<file path="src/rtl/seq_alu.sv">
// seq_alu: EX-stage ALU with single-cycle logic/arith/compare ops and iterative MULU/DIVU.
// Optional build macro SEQ_ALU_DIV_EN enables the restoring divider for code 1110.
module seq_alu #(
    parameter int WIDTH = 32
) (
    input  logic             clk_i,
    input  logic             rst_i,
    input  logic             start_i,
    input  logic [3:0]       ctrl_i,
    input  logic [WIDTH-1:0] src1_i,
    input  logic [WIDTH-1:0] src2_i,
    output logic [WIDTH-1:0] result_o,
    output logic [WIDTH-1:0] hi_o,
    output logic             zero_o,
    output logic             busy_o,
    output logic             done_o
);

    localparam int CW = $clog2(WIDTH + 1);
    localparam logic [CW-1:0] CNT_INIT = CW'(WIDTH);
    localparam logic [CW-1:0] CNT_ONE  = CW'(1);

    localparam logic [0:0] ST_IDLE = 1'b0;
    localparam logic [0:0] ST_RUN  = 1'b1;

    localparam logic [3:0] OP_AND  = 4'b0000;
    localparam logic [3:0] OP_OR   = 4'b0001;
    localparam logic [3:0] OP_ADD  = 4'b0010;
    localparam logic [3:0] OP_ADD2 = 4'b1000;
    localparam logic [3:0] OP_SUB  = 4'b0110;
    localparam logic [3:0] OP_EQ   = 4'b0100;
    localparam logic [3:0] OP_NE   = 4'b1010;
    localparam logic [3:0] OP_SLTU = 4'b0101;
    localparam logic [3:0] OP_SLT  = 4'b0111;
    localparam logic [3:0] OP_MULU = 4'b1100;
`ifdef SEQ_ALU_DIV_EN
    localparam logic [3:0] OP_DIVU = 4'b1110;
`endif

    function automatic logic [WIDTH-1:0] flag_ext(input logic flag);
        flag_ext = {{(WIDTH-1){1'b0}}, flag};
    endfunction

    // Undefined codes (and 1110 when it is not handled as a divide) yield zero.
    function automatic logic [WIDTH-1:0] single_op(input logic [3:0] op,
                                                   input logic [WIDTH-1:0] a,
                                                   input logic [WIDTH-1:0] b);
        case (op)
            OP_AND:          single_op = a & b;
            OP_OR:           single_op = a | b;
            OP_ADD, OP_ADD2: single_op = a + b;
            OP_SUB:          single_op = a - b;
            OP_EQ:           single_op = flag_ext(a == b);
            OP_NE:           single_op = flag_ext(a != b);
            OP_SLTU:         single_op = flag_ext(a < b);
            OP_SLT:          single_op = flag_ext($signed(a) < $signed(b));
            default:         single_op = {WIDTH{1'b0}};
        endcase
    endfunction

    logic [0:0]       state_r;
    logic [CW-1:0]    cnt_r;
    logic [WIDTH-1:0] acc_hi_r;
    logic [WIDTH-1:0] acc_lo_r;
    logic [WIDTH-1:0] opb_r;
    logic [WIDTH-1:0] result_r;
    logic [WIDTH-1:0] hi_r;
    logic             done_r;
    logic             is_multi_s;
    logic [WIDTH:0]   mul_sum_s;
    logic [WIDTH-1:0] mul_hi_s;
    logic [WIDTH-1:0] mul_lo_s;
    logic [WIDTH-1:0] step_hi_s;
    logic [WIDTH-1:0] step_lo_s;
`ifdef SEQ_ALU_DIV_EN
    logic             div_op_r;
    logic [WIDTH:0]   div_shift_s;
    logic [WIDTH:0]   div_diff_s;
    logic [WIDTH-1:0] div_rem_s;
    logic [WIDTH-1:0] div_quo_s;
`endif

    // Decode which codes launch an iterative operation.
    always_comb begin
`ifdef SEQ_ALU_DIV_EN
        is_multi_s = (ctrl_i == OP_MULU) || (ctrl_i == OP_DIVU);
`else
        is_multi_s = (ctrl_i == OP_MULU);
`endif
    end

    // One shift-add multiply step: acc_lo holds the multiplier, consumed LSB first.
    always_comb begin
        mul_sum_s = {1'b0, acc_hi_r} + {1'b0, opb_r};
        if (acc_lo_r[0]) begin
            mul_hi_s = mul_sum_s[WIDTH:1];
            mul_lo_s = {mul_sum_s[0], acc_lo_r[WIDTH-1:1]};
        end else begin
            mul_hi_s = {1'b0, acc_hi_r[WIDTH-1:1]};
            mul_lo_s = {acc_hi_r[0], acc_lo_r[WIDTH-1:1]};
        end
    end

`ifdef SEQ_ALU_DIV_EN
    // One restoring-divide step; a zero divisor always "fits", giving all-ones quotient.
    always_comb begin
        div_shift_s = {acc_hi_r, acc_lo_r[WIDTH-1]};
        div_diff_s  = div_shift_s - {1'b0, opb_r};
        if (div_shift_s >= {1'b0, opb_r}) begin
            div_rem_s = div_diff_s[WIDTH-1:0];
            div_quo_s = {acc_lo_r[WIDTH-2:0], 1'b1};
        end else begin
            div_rem_s = div_shift_s[WIDTH-1:0];
            div_quo_s = {acc_lo_r[WIDTH-2:0], 1'b0};
        end
    end

    // Select the iteration result for the running op.
    always_comb begin
        if (div_op_r) begin
            step_hi_s = div_rem_s;
            step_lo_s = div_quo_s;
        end else begin
            step_hi_s = mul_hi_s;
            step_lo_s = mul_lo_s;
        end
    end
`else
    // Only the multiplier iterates in this build.
    always_comb begin
        step_hi_s = mul_hi_s;
        step_lo_s = mul_lo_s;
    end
`endif

    // Control FSM, iteration datapath and output registers.
    always_ff @(posedge clk_i) begin
        if (rst_i) begin
            state_r  <= ST_IDLE;
            cnt_r    <= {CW{1'b0}};
            acc_hi_r <= {WIDTH{1'b0}};
            acc_lo_r <= {WIDTH{1'b0}};
            opb_r    <= {WIDTH{1'b0}};
            result_r <= {WIDTH{1'b0}};
            hi_r     <= {WIDTH{1'b0}};
            done_r   <= 1'b0;
`ifdef SEQ_ALU_DIV_EN
            div_op_r <= 1'b0;
`endif
        end else begin
            case (state_r)
                ST_IDLE: begin
                    if (start_i && is_multi_s) begin
                        state_r  <= ST_RUN;
                        cnt_r    <= CNT_INIT;
                        acc_hi_r <= {WIDTH{1'b0}};
                        acc_lo_r <= src1_i;
                        opb_r    <= src2_i;
                        done_r   <= 1'b0;
`ifdef SEQ_ALU_DIV_EN
                        div_op_r <= (ctrl_i == OP_DIVU);
`endif
                    end else if (start_i) begin
                        result_r <= single_op(ctrl_i, src1_i, src2_i);
                        hi_r     <= {WIDTH{1'b0}};
                        done_r   <= 1'b1;
                    end else begin
                        done_r   <= 1'b0;
                    end
                end
                ST_RUN: begin
                    acc_hi_r <= step_hi_s;
                    acc_lo_r <= step_lo_s;
                    cnt_r    <= cnt_r - CNT_ONE;
                    if (cnt_r == CNT_ONE) begin
                        state_r  <= ST_IDLE;
                        result_r <= step_lo_s;
                        hi_r     <= step_hi_s;
                        done_r   <= 1'b1;
                    end else begin
                        done_r   <= 1'b0;
                    end
                end
                default: begin
                    state_r <= ST_IDLE;
                    done_r  <= 1'b0;
                end
            endcase
        end
    end

    assign result_o = result_r;
    assign hi_o     = hi_r;
    assign done_o   = done_r;
    assign busy_o   = (state_r == ST_RUN);
    assign zero_o   = (result_r == {WIDTH{1'b0}});

endmodule

</file>
<file path="config.mk">
export PLATFORM = sky130hd
export DESIGN_NAME = seq_alu
export DESIGN_NICKNAME = d
export VERILOG_FILES = /design/src/rtl/seq_alu.sv
export SDC_FILE = /design/constraint.sdc
export NUM_CORES = 1
export LEC_CHECK = 0
export CORE_ASPECT_RATIO = 1.1
export CORE_MARGIN = 8
export CORE_UTILIZATION = 35
export CTS_BUF_LIST = sky130_fd_sc_hd__clkbuf_8
export CTS_CLUSTER_DIAMETER = 80
export DETAILED_ROUTE_END_ITERATION = 10
export DONT_BUFFER_PORTS = 1
export PLACE_DENSITY_LB_ADDON = 0.05
export SETUP_SLACK_MARGIN = 0.05
export SYNTH_ARGS = -nofsm -noshare
export SYNTH_HDL_FRONTEND = slang
export SYNTH_SLANG_ARGS = --single-unit
</file>
<file path="constraint.sdc">
create_clock -name clk_i -period 4.2 [get_ports clk_i]
set_clock_uncertainty 0.05 [all_clocks]
set_input_delay 0 -clock clk_i [delete_from_list [all_inputs] [get_ports clk_i]]
set_output_delay 0 -clock clk_i [all_outputs]
set_load 0.005 [all_outputs]
</file>
==> summary.txt, run 1 <==
Status
  – Outcome: finished, final reports clean

Placed design
  – Placed Instances: 2,232
  – Port buffer count: 0
  – Placer congestion estimate: 0.9590
  – Setup WS pre-CTS: 755.5 ps
  – Dpl hpwl: 39,440 µm

Routing
  – 1st-iter DRT viols: 1,425
  – WL met1: 25,080 µm
  – Total routed wirelength: 53,860 µm
  – Average wire per standard cell: 22.99 µm
  – TritonRoute pass-1 iters: 6
  – Met2 WL: 23,330 µm
  – Remaining antenna violation count after routing: 0
  – Drc violations: 0
  – Met3 wire len: 3817 µm
  – DR vias: 13,573
  – Top routing layer in use: met5
  – Via density: 5.793

Timing
  – Max transition margin: 33.97%
  – Minimum clock period: 3632 ps
  – Number of max-slew violations in the final report: 0
  – Final setup margin: 567.8 ps
  – Setup violators final: 0
  – Final hold violation count: 0
  – Min Hold Slack: 41.60 ps
  – Tcrit/Tclk final: 86.48%
  – RSZ-0062 raised after global routing: false
  – Worst-margin pin slew: 983.0 ps
  – Setup TNS Final: 0 ps
  – F_max: 0.2753 GHz

Floorplan
  – Die height: 220.4 µm
  – Row cnt: 75
  – Starting Density: 35.17%
  – Top Ports: 138
  – Die width: 201.9 µm
  – Core area: 37,820 µm²
  – Die Area: 44,500 µm²

Global routing
  – Gr ovfl total: 0
  – Gr usage total: 23.49%
  – Initial antenna violation count: 3
  – Vias in the first global route: 12,913
  – First-pass GRT wire length: 81,210 µm
  – Largest net degree at the start of global routing: 162

Power and ir drop
  – Leak: 6.091 nW
  – Sw Ratio: 34.16%
  – Pint: 2.536 mW
  – Flop pwr share: 43.1%
  – Peak VDD IR: 0.1926 mV
  – Share of total power in the clock network: 31.8%
  – NetSw: 1.316 mW
  – Total power: 3.852 mW
  – Comb pwr share: 25.1%
  – Pwr dens: 259.4 nW/µm²

CTS
  – CTS tree: yes
  – Total CTS buffers: 17
  – CTS Sinks: 168
  – Max clock buf depth: 2
  – Clock root buffer: clkbuf_8
  – PostCTS Resize Cnt: 0
  – Clk_lat worst skew: 500 ps
  – Htree depth: 4
  – CTS clk-pin slew, worst paths: 90 ps

Final layout
  – Area growth syn-to-layout: 11.66%
  – Share of layout cells above drive strength 1: 5.326%
  – Filler cells: 4,039
  – Layout Cells excl Fill: 2,343
  – Final layout net count: 2,034

Worst hold path
  – Min-delay src: start_i
  – Hold endpoint: hi_o[19]
  – Worst Hold Class: in -> reg
  – Hold depth: 3

Critical path
  – R2R Setup Slk: 750 ps
  – CP startpoint kind: input pin
  – Critical path type: in -> reg
  – Worst reg2reg path depth: 13
  – CP required: 4500 ps
  – Crit-path max FO: 5
  – Worst r2r src: acc_hi_r[0]
  – Crit end category: register
  – Critical Path AT: 3930 ps
  – Reg-to-Reg End: acc_hi_r[31]

Synth
  – FF+latch count, synth: 168
  – Mux cell area share after synthesis: 2.211%
  – Synth Area in Simple Gates: 20.77%
  – Largest family of logic cells by synthesized area: compound AO/OA/AOI/OAI gates
  – Avg Inst Size Synth: 7.263 µm²
  – Adder-Cell Fraction of Synth Area: 12.96%
  – Synth top area cells: dfxtp_1, ha_1, a21oi_1
  – Syn nets: 2,038
  – Mapped Cells: 1,831
  – Post-synth EDFFs: 0
  – Seq/Total Area, Yosys: 25.29%
  – Count of cell types in the netlist: 77
  – Mapped Area: 13,300 µm²
  – Synth top area share: 25.29%
  – Xor-xnor portion of the synthesized cell area: 2.568%
  – Synth Area in Compound Gates: 29.60%
  – Most used flip-flop cell after synthesis: dfxtp_1
  – Ys Warns: 0
  – Async SR Flop Fraction: 0%
  – Area leader, netlist: dfxtp_1

Job
  – Maxcap violations: 0
cells in the final DEF (no fill, tap or decap), drive strengths merged, types with 5 or more instances in the layout:
master,netlist,final
a211o,7,7
a211oi,19,19
a21o,37,37
a21oi,273,273
a221o,11,11
a221oi,21,21
a22oi,12,12
a311oi,6,6
a31o,5,5
a31oi,17,17
and3,23,23
buf,13,25
clkbuf,110,20
dfxtp,168,168
dlygate4sd3,0,75
ha,133,133
inv,107,112
mux2,11,11
mux2i,17,17
nand2,169,169
nand2b,23,23
nand3,34,34
nand4,12,12
nor2,233,233
nor2b,15,15
nor3,38,38
nor4,17,17
o211ai,24,24
o21a,9,9
o21ai,75,75
o21bai,19,19
o221ai,15,15
o22ai,24,24
o31ai,9,9
or2,7,7
or3,8,8
or4,6,6
xnor2,29,29
xor2,10,10
cell families (layout without fill, tap and decap cells):
kind of cell,count (synthesis),after routing
xor+xnor,39,39
flops,168,168
compound gates,622,622
simple gates,608,608
mux,28,28
fa+ha+maj,136,136
other cells,0,3
buf+inv,230,239
power by group through the flow:
stage	clock [mW]	combinational, mW	sequential [mW]
2_1_floorplan	0	0.621	1.68
3_3_place_gp	0	0.855	1.70
3_5_place_dp	0	0.844	1.70
4_1_cts	1.26	0.947	1.66
5_1_grt	1.32	1.04	1.66
6_report	1.23	0.965	1.66
worst max path at each step:
| stage | from | to | slack, ps | cells after the start |
|---|---|---|---|---|
| finish | src1_i[1] | result_o[23] | 570 | 13 |
| global route | src1_i[1] | result_o[23] | 450 | 13 |
| CTS | src1_i[1] | result_o[23] | 660 | 13 |
| detailed placement | acc_hi_r[0] | acc_hi_r[31] | 760 | 13 |
| global placement | src1_i[1] | result_o[23] | 780 | 12 |
| floorplan | acc_hi_r[0] | acc_hi_r[31] | 1280 | 13 |
final cells by class:
type | instances | area, µm² | area share, %
inverters | 107 | 401.6 | 2.705
clock inverters | 12 | 126.4 | 0.8510
diodes | 3 | 7.507 | 0.05056
clock buffers | 20 | 275.3 | 1.854
repair buffers | 100 | 958.4 | 6.454
well taps | 500 | 625.6 | 4.213
flip-flops and latches | 168 | 3368 | 22.68
multi-input cells | 1433 | 9086 | 61.19
synth_stat cells (5+ instances only):
master    instances
a211o_1           7
a211oi_1         18
a21o_1           37
a21oi_1         272
a221o_1          11
a221oi_1         21
a22oi_1          12
a311oi_1          6
a31o_2            5
a31oi_1          16
and3_1           23
buf_1             7
buf_2             5
clkbuf_1        110
dfxtp_1         168
ha_1            133
inv_1           107
mux2_2           11
mux2i_1          17
nand2_1         169
nand2b_1         23
nand3_1          34
nand4_1          12
nor2_1          233
nor2b_1          15
nor3_1           38
nor4_1           17
o211ai_1         24
o21a_1            9
o21ai_0          70
o21ai_1           5
o21bai_1         18
o221ai_1         15
o22ai_1          24
o31ai_1           9
or2_2             7
or3_1             8
or4_1             5
xnor2_1          29
xor2_1           10
through the flow:
step                cell area, µm²  util (%)
detailed placement           13660     36.13
floorplan                    13300         -
global route                 14840     39.25
finish                       14850     39.27
CTS                          14840     39.25
global placement             13660     36.13
state kept, by name (all words and copies together), names as in the netlist:
name / flops
cnt_r: 6
opb_r: 32
acc_lo_r: 32
result_o: 32
hi_o: 32
acc_hi_r: 32
done_o: 1
busy_o: 1
critical path, cell delays in order:
cell and delay [ps]:
dlygate4sd3_1 610, inv_1 110, ha_1 380, a211oi_1 350, o211ai_1 230, a31oi_2 420, nor4_1 150, o41a_1 420
a21boi_0 380, nor2_1 70, a211o_1 280, a221oi_1 390, o22ai_1 140
layer usage:
metal  GRT usage, %  vias to the layer above
met5              0                        -
met4          8.599                        6
met3          4.495                       88
met2          36.00                      477
met1          32.41                     6471
li1               -                     6531
repair_timing:
| action | CTS | global route |
|---|---|---|
| buffers inserted | 0 | 0 |
| endpoints found under the hold margin | 168 | 0 |
| hold buffers | 76 | 0 |
(Power assumes the default switching activity.)
==> run 2: changes to the inputs <==
--- a/config.mk
+++ b/config.mk
@@ -12,7 +12,7 @@
 export CTS_CLUSTER_DIAMETER = 80
 export DETAILED_ROUTE_END_ITERATION = 10
 export DONT_BUFFER_PORTS = 1
-export PLACE_DENSITY_LB_ADDON = 0.05
+export PLACE_DENSITY = 0.48
 export SETUP_SLACK_MARGIN = 0.05
 export SYNTH_ARGS = -nofsm -noshare
 export SYNTH_HDL_FRONTEND = slang
==> run 2 against run 1 <==
Flip-flop and latch count stayed put. Clock power hardly changed. Worst hold slack better by 2.5 ps. Wire length is 2.8% lower. Setup slack better by 110 ps. Largest cell class unchanged. Global-route usage is 0.56 points lower. Total power is 0.32% higher. Register-to-register slack worse by 70 ps. Final cell count hardly changed. Critical endpoint is now acc_hi_r[31].
==> summary.txt, run 2 (synthesized netlist as in run 1, its figures left out) <==
Timing
  – Setup TNS Final: 0 ps (unchanged)
  – Max transition margin: 33.23% (-0.74 points)
  – Min Hold Slack: 44.09 ps (+2.487 ps)
  – Final hold violation count: 0 (unchanged)
  – Tcrit/Tclk final: 83.91% (-2.6 points)
  – Number of max-slew violations in the final report: 0 (unchanged)
  – Minimum clock period: 3524 ps (-108.2 ps)
  – F_max: 0.2838 GHz (+3.1%)
  – Setup violators final: 0 (unchanged)
  – RSZ-0062 raised after global routing: false
  – Final setup margin: 676.0 ps (+108.2 ps)
  – Worst-margin pin slew: 1002 ps (+18.64 ps)

Global routing
  – First-pass GRT wire length: 79,540 µm (-2.1%)
  – GR Util met1: 31.25% (-1.2 points)
  – Largest net degree at the start of global routing: 162 (unchanged)
  – Initial antenna violation count: 1 (-2)
  – Grt peak-use layer: met2
  – Gr ovfl total: 0 (unchanged)
  – Met3 Resource Use GR: 4.143% (-0.35 points)
  – Gr usage total: 22.93% (-0.56 points)
  – Vias in the first global route: 12,873 (-0.31%)
  – Met2 Use GR: 35.73% (-0.27 points)

Routing
  – TritonRoute pass-1 iters: 5 (-1)
  – Via density: 5.808 (+0.25%)
  – Total routed wirelength: 52,340 µm (-2.8%)
  – Remaining antenna violation count after routing: 0 (unchanged)
  – Average wire per standard cell: 22.33 µm (-2.9%)
  – 1st-iter DRT viols: 1,333 (-6.5%)
  – Drc violations: 0 (unchanged)
  – DR vias: 13,613 (+0.29%)

Floorplan
  – Top Ports: 138 (unchanged)
  – Core area: 37,820 µm² (unchanged)
  – Die Area: 44,500 µm² (unchanged)
  – Row cnt: 75 (unchanged)
  – Die height: 220.4 µm (unchanged)
  – Starting Density: 35.17% (unchanged)
  – Die width: 201.9 µm (unchanged)

Final layout
  – Design Area, Final: 14,890 µm² (+0.27%)
  – Share of layout cells above drive strength 1: 5.372% (+0.046 points)
  – Layout Cells excl Fill: 2,344 (+0.043%)
  – Area growth syn-to-layout: 11.96%
  – Commonest non-fill, non-tap cells in the layout: a21oi_1, nor2_1, nand2_1
  – Final Util: 39.37% (+0.11 points)
  – Commonest non-fill, non-tap cell in the layout: a21oi_1
  – Final layout net count: 2,037 (+0.15%)

Power and ir drop
  – Flop pwr share: 43.0% (about the same)
  – Sw Ratio: 34.03% (-0.13 points)
  – Total power: 3.864 mW (+0.32%)
  – Comb pwr share: 24.4% (-0.7 points)
  – Leak: 6.133 nW (+0.68%)
  – Pwr dens: 259.5 nW/µm² (about the same)
  – Pint: 2.549 mW (+0.51%)
  – NetSw: 1.315 mW (about the same)
  – Peak VDD IR: 0.2212 mV (+15%)
  – Share of total power in the clock network: 32.6% (+0.8 points)

Placed design
  – Port buffer count: 0 (unchanged)
  – Placer congestion estimate: 0.9376 (-2.2%)
  – Placed Instances: 2,229 (-0.13%)
  – Placed Area: 13,640 µm² (-0.15%)
  – Dpl hpwl: 38,280 µm (-2.9%)
  – Setup WS pre-CTS: 702.5 ps (-52.98 ps)

CTS
  – # hold bufs at CTS: 82 (+7.9%)
  – Setup Buffers After CTS: 0 (unchanged)
  – Clk_lat worst skew: 500 ps (about the same)
  – CTS clk-pin slew, worst paths: 100 ps (about the same)
  – PostCTS Resize Cnt: 0 (unchanged)
  – Htree depth: 4 (unchanged)
  – CTS tree: yes
  – Max clock buf depth: 2 (unchanged)
  – CTS Sinks: 168 (unchanged)
  – Total CTS buffers: 17 (unchanged)
  – Clock root buffer: clkbuf_8

Critical path
  – Critical path type: reg -> reg
  – Crit-path max FO: 4 (-1)
  – CP startpoint kind: register
  – CP required: 4500 ps (about the same)
  – Critical Path AT: 3830 ps (-100 ps)
  – Crit end category: register

Worst hold path
  – Worst Hold Class: in -> reg

Status
  – Outcome: finished, final reports clean

Job
  – Maxcap violations: 0 (unchanged)
[run 2: changes by cell type in the layout (fill, tap and decap cells not counted)]
cell           delta
and3b_2           +1
and3b_1           -1
diode_2           -2
clkinv_4          -2
inv_1             -2
or3_1             -1
buf_4             -3
inv_6             +3
clkinv_2          +3
dlygate4sd3_1     +6
bufinv_16         +1
or3_2             +1
clkbuf_8          -3
[run 2: critical path, stage by stage (launching register included)]
cell and delay [ps]:
dfxtp_1 340, ha_1 230, inv_1 70, fa_1 200
inv_1 50, a21o_1 180, a211oi_1 460, o31ai_1 250
a21o_1 240, a221oi_1 430, o21ai_1 150, a221o_1 370
a221oi_1 260, nor3_1 90
[run 2: final timing paths]
kind,start,endpoint,slack [ps],depth (start not counted)
worst max-delay path,acc_hi_r[0],acc_hi_r[31],680,13
worst min-delay path,src2_i[31],result_o[31],40,5
worst max register to register,acc_hi_r[0],acc_hi_r[31],680,13
worst min register to register,opb_r[0],opb_r[0],410,2
[run 2: power by group through the flow]
stage | clock network [mW] | logic, mW | registers, mW
after floorplan | 0 | 0.621 | 1.68
after global placement | 0 | 0.829 | 1.70
after detailed placement | 0 | 0.822 | 1.70
after CTS | 1.30 | 0.925 | 1.66
after global routing | 1.36 | 1.03 | 1.66
final | 1.26 | 0.944 | 1.66
[run 2: final cells by class]
type	count	area (µm²)
diodes	1	2.502
clock buffers	17	234.0
clock inverters	15	172.7
fillers	3996	22930
inverters	107	401.6
multi-input cells	1433	9089
flip-flops and latches	168	3368
well taps	500	625.6
repair buffers	103	996.0
[run 2: layer usage]
metal / vias to the layer above / part of all wire [%]
li1: 6531 / -
met1: 6505 / 46
met2: 497 / 44
met3: 80 / 7.0
met4: 0 / 3.3
met5: - / 0
==> run 3: changes to the inputs <==
==> constraint.sdc (replaced) <==
create_clock -name clk_i -period 3.45 [get_ports clk_i]
set_clock_uncertainty 0.05 [all_clocks]
set_input_delay 0 -clock clk_i [delete_from_list [all_inputs] [get_ports clk_i]]
set_output_delay 0 -clock clk_i [all_outputs]
set_load 0.005 [all_outputs]
==> run 3 against run 2 <==
Clock power grew 7%. Largest cell class unchanged. Setup slack worse by 670 ps. Via count rose by 0.50%. Worst hold slack got worse by 8.5 ps.
==> summary.txt, run 3 (synthesized netlist as in run 1, its figures left out) <==
CTS
  – CTS clk-pin slew, worst paths: 110 ps (about the same)
  – Htree depth: 4 (unchanged)
  – Setup Buffers After CTS: 0 (unchanged)
  – Clk_lat worst skew: 500 ps (about the same)
  – Clock root buffer: clkbuf_8
  – Total CTS buffers: 17 (unchanged)
  – CTS tree: yes
  – Max clock buf depth: 2 (unchanged)
  – CTS Sinks: 168 (unchanged)

Job
  – Maxcap violations: 0 (unchanged)

Critical path
  – Crit end category: register
  – Worst r2r src: busy_o
  – Crit-path max FO: 13 (+9)
  – CP startpoint kind: input pin
  – Delay-heaviest family, CP: buffers and inverters
  – Critical-path cell list: dlygate4sd3_1 > inv_1 > ha_1 > buf_4 > a221o_1 > a21o_1 > o41a_1 > and4_1 > or4_4 > a31o_2 > nand3_1 > a211oi_2 > dlygate4sd3_1
  – Slowest stage delay, CP: 580 ps (+120 ps)
  – Worst reg2reg path depth: 10 (-3)
  – CP required: 3810 ps (-690 ps)
  – Reg-to-Reg End: result_o[29]
  – CP Buf/Inv Count: 4 (+2)
  – Most used cell, CP: dlygate4sd3_1
  – Critical path type: in -> reg
  – Critical Path AT: 3800 ps (-30 ps)
  – CP max-delay cell: dlygate4sd3_1
  – R2R Setup Slk: 250 ps (-430 ps)

Floorplan
  – Top Ports: 138 (unchanged)
  – Die Area: 44,500 µm² (unchanged)
  – Die width: 201.9 µm (unchanged)
  – Die height: 220.4 µm (unchanged)
  – Core area: 37,820 µm² (unchanged)
  – Starting Density: 35.17% (unchanged)
  – Row cnt: 75 (unchanged)

Power and ir drop
  – Pwr dens: 301.5 nW/µm² (+16%)
  – Peak VDD IR: 0.2752 mV (+24%)
  – Leak: 6.279 nW (+2.4%)

Global routing
  – Gr ovfl total: 0 (unchanged)
  – Vias in the first global route: 13,158 (+2.2%)
  – Initial antenna violation count: 0 (-1)
  – First-pass GRT wire length: 79,740 µm (+0.26%)
  – Largest net degree at the start of global routing: 162 (unchanged)
  – Gr usage total: 22.88% (-0.048 points)

Worst hold path
  – Min-delay src: start_i
  – Worst Hold Class: in -> reg
  – Hold endpoint: hi_o[19]
  – Hold depth: 3 (-2)

Final layout
  – Commonest non-fill, non-tap cell in the layout: a21oi_1
  – Final layout net count: 2,072 (+1.7%)
  – Ant. Diodes: 0 (-1)
  – Share of layout cells above drive strength 1: 6.763% (+1.4 points)
  – Commonest non-fill, non-tap cells in the layout: a21oi_1, nor2_1, nand2_1
  – Area growth syn-to-layout: 13.96%
  – Final Util: 40.08% (+0.70 points)

Status
  – Outcome: finished, final reports clean

Routing
  – Total routed wirelength: 52,170 µm (-0.31%)
  – Remaining antenna violation count after routing: 0 (unchanged)
  – 1st-iter DRT viols: 1,148 (-14%)
  – Average wire per standard cell: 21.94 µm (-1.7%)
  – Via density: 5.753 (-0.94%)
  – TritonRoute pass-1 iters: 5 (unchanged)
  – Drc violations: 0 (unchanged)
  – DR vias: 13,681 (+0.50%)

Timing
  – Number of max-slew violations in the final report: 0 (unchanged)
  – F_max: 0.2904 GHz
  – Final hold violation count: 0 (unchanged)
  – Minimum clock period: 3443 ps
  – Setup TNS Final: 0 ps (unchanged)
  – RSZ-0062 raised after global routing: true
  – Worst-margin pin slew: 785.8 ps (-215.8 ps)
  – Setup violators final: 0 (unchanged)
  – Tcrit/Tclk final: 99.80%
  – Max transition margin: 47.13% (+14 points)

Placed design
  – Dpl hpwl: 39,070 µm (+2.1%)
  – Placer congestion estimate: 0.8922 (-4.8%)
  – Port buffer count: 0 (unchanged)
[run 3: changes by cell type in the layout (fill, tap and decap cells not counted), sizes merged]
cell	change
clkbuf	+2
dlygate4sd3	+10
inv	-2
clkinv	+3
buf	+25
bufinv	-3
diode	-1
[run 3: repair_timing]
item | in CTS | in global routing
gates resized for setup | 0 | 4
hold buffers | 92 | 0
hold endpoints to repair | 167 | 0
endpoints found under the setup margin | 0 | 9
[run 3: tightest hold or removal path, stage by stage]
cell     delay, ps
or3b_2         310
nand3_1        110
o22ai_1        120
[run 3: layout make-up]
cell class | instances | area [µm²]
clock buffers | 19 | 261.5
clock inverters | 13 | 95.09
fillers | 3960 | 22660
inverters | 107 | 401.6
multi-input cells | 1433 | 9107
flip-flops and latches | 168 | 3368
well taps | 500 | 625.6
repair buffers | 138 | 1296
[run 3: per-layer routing]
layer | part of all wire, % | GRT usage, %
met1 | 46 | 30.85
met3 | 7.0 | 4.451
met5 | 0 | 0
met2 | 44 | 36.10
met4 | 3.0 | 7.966
[run 3: how the worst max path moves through the flow]
| stage | start | end | cells past startpoint |
|---|---|---|---|
| 6_report | src1_i[14] | result_o[29] | 13 |
| 3_5_place_dp | src1_i[2] | result_o[23] | 13 |
| 4_1_cts | src1_i[14] | result_o[29] | 13 |
| 5_1_grt | src1_i[14] | result_o[29] | 13 |
| 3_3_place_gp | src1_i[0] | result_o[18] | 14 |
| 2_1_floorplan | acc_hi_r[0] | acc_hi_r[31] | 13 |
[run 3: power breakdown]
part | switching (mW) | total (mW) | internal (mW) | leakage, nW
Combinational | 0.745 | 1.20 | 0.452 | 4.74
Clock | 0.810 | 1.35 | 0.542 | 0.184
Sequential | 0.0483 | 2.02 | 1.97 | 1.36
Total | 1.60 | 4.57 | 2.97 | 6.28
[run 3: through the flow]
| step | total power, mW | std cells | area [µm²] | worst slack (ps) | hold slack [ps] |
|---|---|---|---|---|---|
| floorplan | 2.796 | 1831 | 13300 | 531.7 | 85.97 |
| global placement | 3.122 | 2254 | 13840 | 35.16 | 37.88 |
| detailed placement | 3.114 | 2254 | 13840 | 61.46 | 40.47 |
| CTS | 4.589 | 2378 | 15130 | 60.54 | 0.4560 |
| global route | 4.795 | 2378 | 15160 | -42.74 | 36.23 |
| finish | 4.570 | 2378 | 15160 | 6.769 | 35.63 |
